$ cat config.mk
export PLATFORM = sky130hd
export DESIGN_NAME = player_move_ctl
export DESIGN_NICKNAME = d
export VERILOG_FILES = /design/src/rtl/maze_pkg.sv /design/src/rtl/rect_overlap.sv /design/src/rtl/player_move_ctl.sv
export SDC_FILE = /design/constraint.sdc
export NUM_CORES = 1
export LEC_CHECK = 0
export CORE_MARGIN = 3
export CORE_UTILIZATION = 55
export CTS_CLUSTER_DIAMETER = 150
export CTS_CLUSTER_SIZE = 14
export DETAILED_ROUTE_END_ITERATION = 16
export PLACE_DENSITY = 0.79
export SLEW_MARGIN = 20
export SYNTH_ARGS = -nofsm -noshare
export SYNTH_HDL_FRONTEND = slang
export SYNTH_SLANG_ARGS = --single-unit
$ cat constraint.sdc
create_clock -name clk -period 12.1 [get_ports clk]
set_input_delay 1.21 -clock clk [delete_from_list [all_inputs] [get_ports clk]]
set_output_delay 1.21 -clock clk [all_outputs]
set_load 0.02 [all_outputs]
$ cat src/rtl/maze_pkg.sv
// Shared arena geometry, key bit positions and move FSM encoding
// for the maze player controller and its helpers.
package maze_pkg;

    localparam int ARENA_W   = 700;
    localparam int ARENA_H   = 500;
    localparam int OBST_SIDE = 100;
    localparam int COORD_W   = 12;

    localparam int KEY_UP    = 3;
    localparam int KEY_DOWN  = 2;
    localparam int KEY_RIGHT = 1;
    localparam int KEY_LEFT  = 0;

    typedef enum logic {
        ST_IDLE  = 1'b0,
        ST_CHECK = 1'b1
    } move_state_e;

endpackage

$ cat src/rtl/rect_overlap.sv
// Combinational test of two axis-aligned squares for strict overlap;
// shared edges or corners do not count as overlap.
module rect_overlap #(
    parameter int A_SIZE = 20,
    parameter int B_SIZE = 100
) (
    input  logic [11:0] ax_i,
    input  logic [11:0] ay_i,
    input  logic [11:0] bx_i,
    input  logic [11:0] by_i,
    output logic        overlap_o
);

    localparam logic [12:0] A_SIZE13 = 13'(A_SIZE);
    localparam logic [12:0] B_SIZE13 = 13'(B_SIZE);

    logic [12:0] ax13;
    logic [12:0] ay13;
    logic [12:0] bx13;
    logic [12:0] by13;

    // One extra bit keeps corner + size from wrapping near the 12-bit limit.
    assign ax13 = {1'b0, ax_i};
    assign ay13 = {1'b0, ay_i};
    assign bx13 = {1'b0, bx_i};
    assign by13 = {1'b0, by_i};

    assign overlap_o = (ax13 < bx13 + B_SIZE13) &&
                       (bx13 < ax13 + A_SIZE13) &&
                       (ay13 < by13 + B_SIZE13) &&
                       (by13 < ay13 + A_SIZE13);

endmodule

$ cat src/rtl/player_move_ctl.sv
// Player movement controller: rate-limited key moves, clamped to the arena,
// with a one-obstacle-per-cycle collision scan before a move is committed.
module player_move_ctl #(
    parameter int ARENA_W     = maze_pkg::ARENA_W,
    parameter int ARENA_H     = maze_pkg::ARENA_H,
    parameter int PLAYER_SIZE = 20,
    parameter int OBST_SIDE   = maze_pkg::OBST_SIDE,
    parameter int N_OBST      = 3,
    parameter int STEP        = 1,
    parameter int MOVE_DIV    = 65536,
    parameter int START_X     = 0,
    parameter int START_Y     = 0
) (
    input  logic                  clk,
    input  logic                  rst,
    input  logic [3:0]            keys,
    input  logic                  restart,
    input  logic [24*N_OBST-1:0]  obst_xy,
    output logic [11:0]           xpos,
    output logic [11:0]           ypos,
    output logic                  moved,
    output logic                  blocked,
    output logic                  busy
);

    import maze_pkg::*;

    localparam int CNT_W = (MOVE_DIV > 1) ? $clog2(MOVE_DIV) : 1;
    localparam int IDX_W = (N_OBST > 1) ? $clog2(N_OBST) : 1;

    localparam logic [CNT_W-1:0] CNT_LAST = CNT_W'(MOVE_DIV - 1);
    localparam logic [IDX_W-1:0] IDX_LAST = IDX_W'(N_OBST - 1);
    localparam logic [12:0]      STEP13   = 13'(STEP);
    localparam logic [12:0]      XMAX13   = 13'(ARENA_W - PLAYER_SIZE);
    localparam logic [12:0]      YMAX13   = 13'(ARENA_H - PLAYER_SIZE);
    localparam logic [11:0]      XSTART   = 12'(START_X);
    localparam logic [11:0]      YSTART   = 12'(START_Y);

    move_state_e      state_q;
    logic [CNT_W-1:0] cnt_q;
    logic [CNT_W-1:0] cnt_d;
    logic [IDX_W-1:0] idx_q;
    logic [11:0]      xpos_q;
    logic [11:0]      ypos_q;
    logic [11:0]      candX_q;
    logic [11:0]      candY_q;
    logic [11:0]      candX_d;
    logic [11:0]      candY_d;
    logic             moved_q;
    logic             blocked_q;
    logic             busy_q;

    logic             tick;
    logic             noMove;
    logic             hit;
    logic [11:0]      obstX;
    logic [11:0]      obstY;
    logic [12:0]      x13;
    logic [12:0]      y13;
    logic [12:0]      incX;
    logic [12:0]      incY;
    logic [12:0]      decX;
    logic [12:0]      decY;

    // Move-rate divider: free-running, tick on the final count.
    always_comb begin
        cnt_d = cnt_q + 1'b1;
        if (cnt_q == CNT_LAST) begin
            cnt_d = '0;
        end
    end

    always_ff @(posedge clk or negedge rst) begin
        if (!rst) begin
            cnt_q <= '0;
        end else begin
            cnt_q <= cnt_d;
        end
    end

    assign tick = (cnt_q == CNT_LAST);

    assign x13  = {1'b0, xpos_q};
    assign y13  = {1'b0, ypos_q};
    assign incX = x13 + STEP13;
    assign incY = y13 + STEP13;
    assign decX = x13 - STEP13;
    assign decY = y13 - STEP13;

    // Candidate for the highest-priority pressed key, clamped to the arena.
    always_comb begin
        candX_d = xpos_q;
        candY_d = ypos_q;
        if (keys[KEY_UP]) begin
            candY_d = (y13 < STEP13) ? 12'd0 : 12'(decY);
        end else if (keys[KEY_DOWN]) begin
            candY_d = (incY > YMAX13) ? 12'(YMAX13) : 12'(incY);
        end else if (keys[KEY_RIGHT]) begin
            candX_d = (incX > XMAX13) ? 12'(XMAX13) : 12'(incX);
        end else if (keys[KEY_LEFT]) begin
            candX_d = (x13 < STEP13) ? 12'd0 : 12'(decX);
        end
    end

    assign noMove = (candX_d == xpos_q) && (candY_d == ypos_q);

    always_comb begin
        obstX = '0;
        obstY = '0;
        for (int i = 0; i < N_OBST; i++) begin
            if (idx_q == IDX_W'(i)) begin
                obstX = obst_xy[24*i+12 +: 12];
                obstY = obst_xy[24*i +: 12];
            end
        end
    end

    rect_overlap #(
        .A_SIZE (PLAYER_SIZE),
        .B_SIZE (OBST_SIDE)
    ) u_overlap (
        .ax_i      (candX_q),
        .ay_i      (candY_q),
        .bx_i      (obstX),
        .by_i      (obstY),
        .overlap_o (hit)
    );

    // Restart outranks everything, so a commit in the same cycle is dropped silently.
    always_ff @(posedge clk or negedge rst) begin
        if (!rst) begin
            state_q   <= ST_IDLE;
            idx_q     <= '0;
            xpos_q    <= XSTART;
            ypos_q    <= YSTART;
            candX_q   <= XSTART;
            candY_q   <= YSTART;
            moved_q   <= 1'b0;
            blocked_q <= 1'b0;
            busy_q    <= 1'b0;
        end else begin
            moved_q   <= 1'b0;
            blocked_q <= 1'b0;
            if (restart) begin
                state_q <= ST_IDLE;
                idx_q   <= '0;
                xpos_q  <= XSTART;
                ypos_q  <= YSTART;
                busy_q  <= 1'b0;
            end else begin
                case (state_q)
                    ST_IDLE: begin
                        if (tick && (keys != 4'b0000)) begin
                            if (noMove) begin
                                blocked_q <= 1'b1;
                            end else begin
                                candX_q <= candX_d;
                                candY_q <= candY_d;
                                idx_q   <= '0;
                                state_q <= ST_CHECK;
                                busy_q  <= 1'b1;
                            end
                        end
                    end
                    ST_CHECK: begin
                        if (hit) begin
                            blocked_q <= 1'b1;
                            idx_q     <= '0;
                            state_q   <= ST_IDLE;
                            busy_q    <= 1'b0;
                        end else if (idx_q == IDX_LAST) begin
                            xpos_q  <= candX_q;
                            ypos_q  <= candY_q;
                            moved_q <= 1'b1;
                            idx_q   <= '0;
                            state_q <= ST_IDLE;
                            busy_q  <= 1'b0;
                        end else begin
                            idx_q <= idx_q + 1'b1;
                        end
                    end
                    default: begin
                        state_q <= ST_IDLE;
                        busy_q  <= 1'b0;
                    end
                endcase
            end
        end
    end

    assign xpos    = xpos_q;
    assign ypos    = ypos_q;
    assign moved   = moved_q;
    assign blocked = blocked_q;
    assign busy    = busy_q;

endmodule
==> results.md <==
* Post-synth EDFFs at 0
* Int Pwr at 0.450 mW
* Hold path start: cnt_q[14]$_DFF_PN0_
* Core box area at 0.0123 mm^2
* Final clock skew at 0.00950 ns
* DRT Pass-1 Iters at 7
* CP endpoint kind: flip-flop
* Sink Count at 70
* Worst Path Required at 12.36 ns
* Largest net degree at the start of global routing at 71
* Sequential area share after synthesis at 24.6%
* Most Crowded Layer GR: met2
* Endpoints failing hold at 0
* DP Wirelength at 16100 um
* Power share of the combinational group at 22.7%
* Post-synth ARST share at 100%
* Via-to-Cell Ratio at 6.48
* GRT overflow at 0
* Power consumption at 0.628 mW
* Hold WC Path Type: flip-flop to flip-flop
* Fill cells at 1023
* Max Freq at 188 MHz
* Total track usage at 29.1%
* CTS tree: yes
* Clock latency on the worst-skew pair at 0.33 ns
* Reg area at 0.00175 mm^2
* Worst-Margin Slew at 1.07 ns
* RD Place Congestion at 0.961
* Commonest non-fill, non-tap cell in the layout: clkdlybuf4s50_1
* Post-Route Setup TNS at 0 ns
* Met1 Track Usage GR at 38.1%
* CP cell instances: clkdlybuf4s50_1 > mux2i_1 > o21ai_0 > ha_1 > a211oi_1 > nor2_1 > xnor2_1 > ha_1 > nand4_1 > o21ai_0 > or4_1 > o21ai_0 > a221oi_1 > or4_1 > a31oi_4 > a22o_1
* Leakage power at 3.42 nW
* Die Y at 120 um
* Status: finished, final reports clean
* Syn. warnings at 0
* Power share of the clock group at 39.6%
* Reg-to-reg slack, setup at 6.94 ns
* Multi-input gate area at 0.00502 mm^2
* CP peak stage delay at 0.65 ns
* Layout overhead on the synthesized area at 18.7%
* Routing usage on met2 at 48.3%
* Tcrit/Tclk final at 44.0%
* Total CTS buffers at 9
* Routed vias at 7084
* DRC Markers at 0
* DRT iter0 DRCs at 664
* Clock transition at the registers of the reported paths at 0.05 ns
* Reg2reg path depth at 17
* Routed Antenna Nets at 0
* Worst Setup SP: obst_xy[62]
* Critical Setup Path Class: input port to flip-flop
* Hold buffers post-CTS at 0
* IO Count at 106
* Maximum VDD drop at 0.0799 mV
* Initial antenna violation count at 0
* Chip width at 120 um
* Setup repair after global routing missed its margin: false
* CP Max Fanout at 24
* Syn Inst Count at 855
* Min-Delay Path Depth at 1
* Slowest stage cell on the critical path: a31oi_4
* First-pass GRT wire length at 34400 um
* Ant. Diodes at 0
* Critical path arrival at 5.58 ns
* Pwr Density at 74.2 mW/mm^2
* CTS resizes at 0
* Htree depth at 3
* Net Switching at 0.178 mW
* Worst R2R Start: idx_q[0]$_DFFE_PN0P_
* CP Launch Type: input port
* Maxcap violations at 0
* Syn_nets at 987
* Post-CTS setup buffer count at 0
* DIE AREA at 0.0144 mm^2
* Root Buffer Master: clkbuf_16
* Post-synthesis cell area at 0.00712 mm^2
* Vias in the first global route at 6902
* Row count at 40
* Crit path time final at 5.32 ns
* Sw Share at 28.4%
* Max Transition Viols Final at 0
* Register share of total power at 37.7%
* Average size of a mapped cell at 8.33 um^2
* Clock Path Buffers at 2
* Drt total wl at 21500 um
* Setup violations, final at 0
* Starting Density at 57.9%
* Number of synthesized register bits at 70
* Avg WL per Cell at 19.7 um
* Port buffer count at 105
* M3 GR Usage at 5.00%
* Most frequent cells in the layout: clkdlybuf4s50_1, nor2_1, nand2_1
* Main synth FF type: dfrtp_1
* Share of post-route cells with drive strength above 1 at 6.27%
* Netlist cell types at 88
* Cell mode on critical path: o21ai_0
* Final #Nets at 1053
* Worst rel slew slack at 28.8%
## routing by layer
layer  part of all wire [%]  vias to the layer above  wire length [um]
li1                       -                     3299                 -
met1                     43                     3372              9330
met2                     46                      363              9970
met3                    7.7                       50              1660
met4                    2.7                        0               573
met5                      0                        -                 0
## metrics by stage
step	area, um^2	util [%]	hold WS (ns)	worst slack [ns]	instances
after floorplan	7120	-	0.445	7.55	855
after CTS	8450	68.6	0.482	6.52	1093
after global routing	8460	68.7	0.503	6.54	1093
after global placement	8170	66.4	0.462	6.45	1078
final	8460	68.7	0.478	6.78	1093
after detailed placement	8170	66.4	0.470	6.24	1078
## layout make-up
cell class | count | share of cell area, %
Timing Repair Buffer | 110 | 12.8
Sequential cell | 70 | 20.7
Multi-Input combinational cell | 700 | 59.4
Clock inverter | 3 | 0.237
Inverter | 30 | 1.33
Clock buffer | 12 | 3.03
Tap cell | 168 | 2.48
## flip-flops by register name, indices dropped and copies added, names as in the netlist
| register | flops |
|---|---|
| blocked | 1 |
| busy | 1 |
| candX_q | 12 |
| candY_q | 12 |
| cnt_q | 16 |
| idx_q | 2 |
| moved | 1 |
| state_q | 1 |
| xpos | 12 |
| ypos | 12 |
## path summary, 6_finish.rpt
| path | endpoint |
|---|---|
| min | cnt_q[14]$_DFF_PN0_ |
| max in group asynchronous | moved$_DFF_PN0_ |
| min in group asynchronous | candY_q[7]$_DFFE_PN0P_ |
| max reg2reg | xpos[6]$_DFFE_PN0P_ |
| max | xpos[6]$_DFFE_PN0P_ |
| min reg2reg | cnt_q[14]$_DFF_PN0_ |
## critical path: cells and delay by family
| family | cells | cell delay [ns] |
|---|---|---|
| buffers and inverters | 1 | 0.40 |
| adder cells (fa/ha/maj) | 2 | 0.64 |
| multiplexers | 1 | 0.14 |
| XOR/XNOR | 1 | 0.14 |
| AO/OA/AOI/OAI | 7 | 1.82 |
| AND/OR/NAND/NOR | 4 | 1.21 |
## cells in the mapped netlist, types with 21 or more instances
library cell,n,area (um^2)
inv_1,30,113
nor2_1,80,300
ha_1,53,663
nor3_1,21,105
o21ai_0,55,275
clkbuf_1,36,135
xnor2_1,39,342
nand3_1,23,115
a22o_1,26,228
dfrtp_1,70,1750
a21oi_1,40,200
mux2i_1,33,330
nand2_1,72,270
## power groups by stage
stage	clock network (mW)	logic, mW	registers [mW]
6_report	0.248	0.143	0.237
3_3_place_gp	0	0.133	0.241
5_1_grt	0.262	0.156	0.237
4_1_cts	0.250	0.140	0.237
3_5_place_dp	0	0.139	0.241
2_1_floorplan	0	0.0860	0.239
## kinds of logic after synthesis
| group | synth area share [%] |
|---|---|
| flip-flops | 24.6 |
| AND/OR/NAND/NOR | 22.2 |
| buffers and inverters | 5.01 |
| XOR/XNOR | 7.13 |
| multiplexers | 9.17 |
| adder cells (fa/ha/maj) | 9.31 |
| AO/OA/AOI/OAI | 22.6 |
Power figures use the tool's default switching activity.
